--- config.mk ---
export PLATFORM = sky130hd
export DESIGN_NAME = pwm_seq
export DESIGN_NICKNAME = d
export VERILOG_FILES = /design/src/rtl/pwm_seq_pkg.sv /design/src/rtl/pwm_seq_tbl.sv /design/src/rtl/pwm_seq.sv
export SDC_FILE = /design/constraint.sdc
export NUM_CORES = 1
export LEC_CHECK = 0
export BUFFER_PORTS_ARGS = -buffer_cell sky130_fd_sc_hd__buf_2
export CORE_MARGIN = 5
export CORE_UTILIZATION = 31
export DETAILED_ROUTE_END_ITERATION = 7
export PLACE_DENSITY = 0.45
export SYNTH_ARGS = -nofsm -noshare
export SYNTH_HDL_FRONTEND = slang
export SYNTH_HIERARCHICAL = 1
export SYNTH_SLANG_ARGS = --single-unit
--- constraint.sdc ---
create_clock -name clk -period 7.2 [get_ports clk]
set_input_delay 0.72 -clock clk [delete_from_list [all_inputs] [get_ports clk]]
set_output_delay 0.72 -clock clk [all_outputs]
set_load 0.01 [all_outputs]
--- src/rtl/pwm_seq_pkg.sv ---
// Shared constants for the PWM compare-value sequencer: address map,
// control/status bit positions and sequencer state encoding.
package pwm_seq_pkg;

   localparam int unsigned A_PT_LAST  = 'h07;
   localparam int unsigned A_SCTR     = 'h08;
   localparam int unsigned A_SLEN     = 'h09;
   localparam int unsigned A_SSTAT    = 'h0A;
   localparam int unsigned A_TBL_BASE = 'h10;
   localparam int unsigned A_TCMP0    = 'h03;
   localparam int unsigned A_TCMP1    = 'h06;

   localparam int unsigned SCTR_RUN   = 0;
   localparam int unsigned SCTR_LOOP  = 1;
   localparam int unsigned SCTR_CHAN  = 2;
   localparam int unsigned SSTAT_DONE = 4;
   localparam int unsigned SSTAT_OVR  = 5;

   typedef enum logic [2:0] {
      S_IDLE,
      S_WAIT,
      S_LOAD,
      S_WRITE,
      S_ADV
   } state_t;

endpackage

--- src/rtl/pwm_seq_tbl.sv ---
// Compare-value table: one synchronous write port, one synchronous read port.
module pwm_seq_tbl
   import pwm_seq_pkg::*;
#(
   parameter int unsigned DW    = 16,
   parameter int unsigned DEPTH = 16,
   parameter int unsigned IW    = 4
) (
   input  logic          clk,
   input  logic          i_we,
   input  logic [IW-1:0] i_waddr,
   input  logic [DW-1:0] i_wdata,
   input  logic [IW-1:0] i_raddr,
   output logic [DW-1:0] o_rdata
);

   logic [DW-1:0] r_mem [DEPTH];
   logic [DW-1:0] r_rdata;

   // Read-before-write: a same-cycle write to the read entry returns old data.
   always_ff @(posedge clk) begin
      if (i_we) r_mem[i_waddr] <= i_wdata;
      r_rdata <= r_mem[i_raddr];
   end

   assign o_rdata = r_rdata;

endmodule

--- src/rtl/pwm_seq.sv ---
// Timer register-port arbiter with a table playback engine that streams
// compare values into TCMP0/TCMP1 on each PWM period tick.
module pwm_seq
   import pwm_seq_pkg::*;
#(
   parameter int unsigned DW    = 16,
   parameter int unsigned AW    = 13,
   parameter int unsigned DEPTH = 16
) (
   input  logic          clk,
   input  logic          rst,
   input  logic          c_en,
   input  logic [AW-1:0] c_addr,
   input  logic [DW-1:0] c_din,
   input  logic          c_we,
   output logic [DW-1:0] c_dout,
   input  logic          tick,
   output logic [AW-1:0] t_addr,
   output logic [DW-1:0] t_din,
   output logic          t_we,
   input  logic [DW-1:0] t_dout
);

   localparam int unsigned IW = $clog2(DEPTH);

   state_t        r_state;
   logic          r_run, r_loop, r_chan, r_done, r_ovr;
   logic [IW-1:0] r_slen, r_idx;
   logic [DW-1:0] r_hold;
   logic          r_hold_vld;
   logic          r_src_pt, r_src_tbl, r_retry;
   logic [IW-1:0] r_retry_idx;
   logic [DW-1:0] r_local;

   logic          w_cpu_bus, w_sctr_wr, w_slen_wr, w_tbl_hit, w_tbl_wr, w_tbl_rd;
   logic          w_port_busy, w_retry_go, w_cpu_rd_go;
   logic [IW-1:0] w_tbl_idx, w_raddr;
   logic [DW-1:0] w_rdata, w_hold, w_local;
   logic [AW-1:0] w_tgt;

   assign w_cpu_bus = c_en && (c_addr <= AW'(A_PT_LAST));
   assign w_sctr_wr = c_en && c_we && (c_addr == AW'(A_SCTR));
   assign w_slen_wr = c_en && c_we && (c_addr == AW'(A_SLEN));
   assign w_tbl_hit = c_en && (c_addr >= AW'(A_TBL_BASE)) && (c_addr < AW'(A_TBL_BASE + DEPTH));
   assign w_tbl_wr  = w_tbl_hit && c_we;
   assign w_tbl_rd  = w_tbl_hit && !c_we;
   assign w_tbl_idx = c_addr[IW-1:0];

   // LOAD owns the read port; a displaced CPU read is replayed the next cycle.
   assign w_port_busy = (r_state == S_LOAD) || r_retry;
   assign w_retry_go  = r_retry && (r_state != S_LOAD);
   assign w_cpu_rd_go = w_tbl_rd && !w_port_busy;
   assign w_raddr     = (r_state == S_LOAD) ? r_idx : (r_retry ? r_retry_idx : w_tbl_idx);

   assign w_hold = r_hold_vld ? r_hold : w_rdata;
   assign w_tgt  = r_chan ? AW'(A_TCMP1) : AW'(A_TCMP0);

   pwm_seq_tbl #(.DW(DW), .DEPTH(DEPTH), .IW(IW)) u_tbl (
      .clk     (clk),
      .i_we    (w_tbl_wr),
      .i_waddr (w_tbl_idx),
      .i_wdata (c_din),
      .i_raddr (w_raddr),
      .o_rdata (w_rdata)
   );

   always_comb begin
      t_we   = 1'b0;
      t_addr = '0;
      t_din  = '0;
      if (w_cpu_bus) begin
         t_we   = c_we;
         t_addr = c_addr;
         t_din  = c_din;
      end else if (r_state == S_WRITE) begin
         t_we   = 1'b1;
         t_addr = w_tgt;
         t_din  = w_hold;
      end
   end

   always_comb begin
      w_local = '0;
      if (c_en && !c_we) begin
         if (c_addr == AW'(A_SCTR)) begin
            w_local[SCTR_RUN]  = r_run;
            w_local[SCTR_LOOP] = r_loop;
            w_local[SCTR_CHAN] = r_chan;
         end else if (c_addr == AW'(A_SLEN)) begin
            w_local[IW-1:0] = r_slen;
         end else if (c_addr == AW'(A_SSTAT)) begin
            w_local[IW-1:0]   = r_idx;
            w_local[SSTAT_DONE] = r_done;
            w_local[SSTAT_OVR]  = r_ovr;
         end
      end
   end

   assign c_dout = r_src_pt ? t_dout : (r_src_tbl ? w_rdata : r_local);

   always_ff @(posedge clk) begin
      if (rst) begin
         r_src_pt    <= 1'b0;
         r_src_tbl   <= 1'b0;
         r_local     <= '0;
         r_retry     <= 1'b0;
         r_retry_idx <= '0;
      end else begin
         r_src_pt  <= w_cpu_bus && !c_we;
         r_src_tbl <= w_retry_go || w_cpu_rd_go;
         r_local   <= w_local;
         r_retry   <= (w_tbl_rd && w_port_busy) || (r_retry && !w_retry_go);
         if (w_tbl_rd && w_port_busy) r_retry_idx <= w_tbl_idx;
      end
   end

   always_ff @(posedge clk) begin
      if (rst) begin
         r_state    <= S_IDLE;
         r_run      <= 1'b0;
         r_loop     <= 1'b0;
         r_chan     <= 1'b0;
         r_done     <= 1'b0;
         r_ovr      <= 1'b0;
         r_slen     <= '0;
         r_idx      <= '0;
         r_hold     <= '0;
         r_hold_vld <= 1'b0;
      end else begin
         case (r_state)
            S_IDLE: ;
            S_WAIT: if (tick) r_state <= S_LOAD;
            S_LOAD: begin
               r_hold_vld <= 1'b0;
               r_state    <= S_WRITE;
            end
            S_WRITE: begin
               if (!r_hold_vld) begin
                  r_hold     <= w_rdata;
                  r_hold_vld <= 1'b1;
               end
               if (!w_cpu_bus) r_state <= S_ADV;
            end
            S_ADV: begin
               if (r_idx == r_slen) begin
                  if (r_loop) begin
                     r_idx   <= '0;
                     r_state <= S_WAIT;
                  end else begin
                     r_done  <= 1'b1;
                     r_run   <= 1'b0;
                     r_state <= S_IDLE;
                  end
               end else begin
                  r_idx   <= r_idx + 1'b1;
                  r_state <= S_WAIT;
               end
            end
            default: r_state <= S_IDLE;
         endcase

         if (tick && r_run && (r_state inside {S_LOAD, S_WRITE, S_ADV})) r_ovr <= 1'b1;
         if (w_slen_wr) r_slen <= c_din[IW-1:0];

         if (w_sctr_wr) begin
            r_run  <= c_din[SCTR_RUN];
            r_loop <= c_din[SCTR_LOOP];
            r_chan <= c_din[SCTR_CHAN];
            r_ovr  <= 1'b0;
            if (!c_din[SCTR_RUN]) begin
               r_state <= S_IDLE;
               r_idx   <= '0;
            end else if (r_state == S_IDLE) begin
               r_state <= S_WAIT;
               r_idx   <= '0;
               r_done  <= 1'b0;
            end
         end
      end
   end

endmodule

==> impl_metrics.json <==
{
  "drc": 0,
  "die_area_sq_um": 45900,
  "seq_area_frac_synth_pct": 69.0,
  "cp.arrival_ns": 4.46,
  "ys_seq_elements": 318,
  "max_freq_mhz": 245,
  "first_global_vias": 7446,
  "cts_buffer_depth": 3,
  "drtPass1Iterations": 5,
  "grtUsageTotal_pct": 14.3,
  "critPathMaxFanout": 37,
  "hold_slack_ns": 0.455,
  "setup_tns_ns": 0,
  "grt_first_pass_wirelength_um": 50000,
  "period_share_pct": 56.6,
  "power.leakage_uw": 0.00494,
  "tightest_slew_ns": 1.21,
  "cts_sinks": 318,
  "cts_max_level": 2,
  "synth_edf_count": 256,
  "cts_root_buffer": "clkbuf_16",
  "syn_area_sq_um": 12900,
  "dp_cells": 1414,
  "layout_common_cells": "edfxtp_1 (256), nand2_1 (113), buf_2 (85), dfxtp_1 (62), mux4_2 (54)",
  "synthArstFlopShare_pct": 0,
  "syn-instance-count": 826,
  "r2r-start": "r_state[1]$_SDFF_PP0_",
  "drive_above_1_share_pct": 25.7,
  "worstHoldStart": "r_hold[2]$_SDFFE_PP0P_",
  "viasPerCell": 5.04,
  "drt_iter0_drc": 596,
  "cts_setup_buffers": 0,
  "layout_commonest_cell": "edfxtp_1",
  "final.min_clock_period_ns": 4.07,
  "grt_overflow": 0,
  "rsz0062_at_grt": "no",
  "ys_types": 54,
  "final_core_util_pct": 36.9,
  "num_vias": 7448,
  "ant_nets": 0,
  "crit_start": "r_state[1]$_SDFF_PP0_",
  "maxCapViolations": 0,
  "post_synth.cell_area_avg_sq_um": 15.7,
  "ys.flop_type": "edfxtp_1",
  "drv_slew": 0,
  "die-height_um": 214,
  "antenna_cells": 0,
  "highest_layer": "met4",
  "post_drt_wl_per_cell_um": 22.6,
  "status": "complete, no violations",
  "area_growth_pct": 17.3,
  "wirelength_um": 33500,
  "finalSetupViolations": 0,
  "antenna_found_initial": 0,
  "postCtsHoldBufs": 0,
  "io_buffers": 85,
  "power_uw": 4030,
  "maxSlewHeadroom_pct": 18.9,
  "worstSetupPathType": "register to register",
  "p_per_area_nw_per_um2": 266,
  "fin_skew_ns": 0.0170,
  "cts_made_buffers": 36,
  "regToRegSetupSlack_ns": 3.13,
  "yosysWarnings": 6,
  "irDropWorstVdd_uv": 136,
  "met2_length_um": 15800,
  "clk_pin_slew_worst_paths_ns": 0.06,
  "m1WireLength_um": 15400,
  "nets": 971,
  "rows": 74,
  "hold_violations": 0,
  "clkLatencyLatePin_ns": 0.51,
  "crit_required_ns": 7.58,
  "setup.worst_path.end_class": "register",
  "die_w_um": 214,
  "hold_depth": 2,
  "rr_worst_depth": 8,
  "place_congestion": 0.724,
  "start_kind": "register",
  "dpl.hpwl_um": 20300,
  "grt_max_degree": 65,
  "cts_resized": 0,
  "met3_length_um": 1530,
  "stdcell_count": 1479,
  "hp-class": "register to register",
  "ioPinCount": 96,
  "initial_core_util_pct": 31.5,
  "coreArea_sq_um": 41100,
  "cts_tree": "built"
}
-- cells in the mapped netlist (all sizes together), types with 18 or more instances --
master,count,area [sq um]
edfxtp,256,7690
nand2,114,430
mux4,64,1480
dfxtp,62,1240
a21oi,38,190
buf,36,239
a22oi,33,248
o21ai,31,155
mux2i,27,270
nor2,26,97.6
clkbuf,25,93.8
o31ai,18,135
-- cells by family (layout without fill, tap and decap cells) --
logic type / Yosys count / after routing / synth area share (%)
flops: 318 / 318 / 69.0
simple gates: 211 / 211 / 7.89
compound gates: 132 / 132 / 6.46
mux: 91 / 91 / 13.5
buf+inv: 68 / 180 / 2.77
xor+xnor: 4 / 4 / 0.271
fa+ha+maj: 1 / 1 / 0.0966
other cells: 1 / 10 / 0.0290
-- critical path: stages, from the launching register on --
cell and delay (ns):
dfxtp_1 0.49, nor3b_2 0.83, nand2_1 0.23, o21ai_4 0.27
buf_4 0.44, buf_4 0.66, mux4_1 0.63, a22oi_1 0.23
nand2_1 0.10
-- per-layer routing --
metal	vias to the layer above	global-route usage, %
met2	192	22.9
met5	-	0
met4	0	3.63
met3	50	2.68
met1	3805	20.1
li1	3401	-
-- final cells by class --
type | instances | area [sq um]
Sequential cell | 318 | 8930
Tap cell | 532 | 666
Fill cell | 3884 | 25900
Multi-Input combinational cell | 449 | 3770
Inverter | 7 | 26.3
Clock inverter | 20 | 226
Clock buffer | 45 | 966
Timing Repair Buffer | 108 | 598
-- stage by stage --
step / setup slack (ns) / instance area [sq um]
after detailed placement: 3.12 / 14000
after floorplan: 3.69 / 13000
after CTS: 3.10 / 15200
after global routing: 2.71 / 15200
after global placement: 3.19 / 14000
final: 3.13 / 15200
-- flip-flops by register name, summed over array words and instances, names as in the netlist --
register       cells
r_src_pt           1
r_run              1
r_hold            16
r_hold_vld         1
u_tbl/r_mem      256
r_slen             4
r_done             1
r_state            3
r_loop             1
r_local            6
r_retry_idx        4
r_retry            1
r_idx              4
u_tbl/o_rdata     16
r_chan             1
r_src_tbl          1
r_ovr              1
-- power breakdown --
part	internal (uW)	leakage (uW)	switching, uW
registers	1990	0.00280	19.4
clock network	1130	0.000583	717
logic	64.2	0.00155	104
-- worst paths after layout --
check / to
hold / removal: r_hold[2]$_SDFFE_PP0P_
setup reg to reg: u_tbl/o_rdata[0]$_DFF_P_
setup / recovery: u_tbl/o_rdata[0]$_DFF_P_
hold reg to reg: r_hold[2]$_SDFFE_PP0P_
Note: power is estimated with default switching activity, not from simulation.
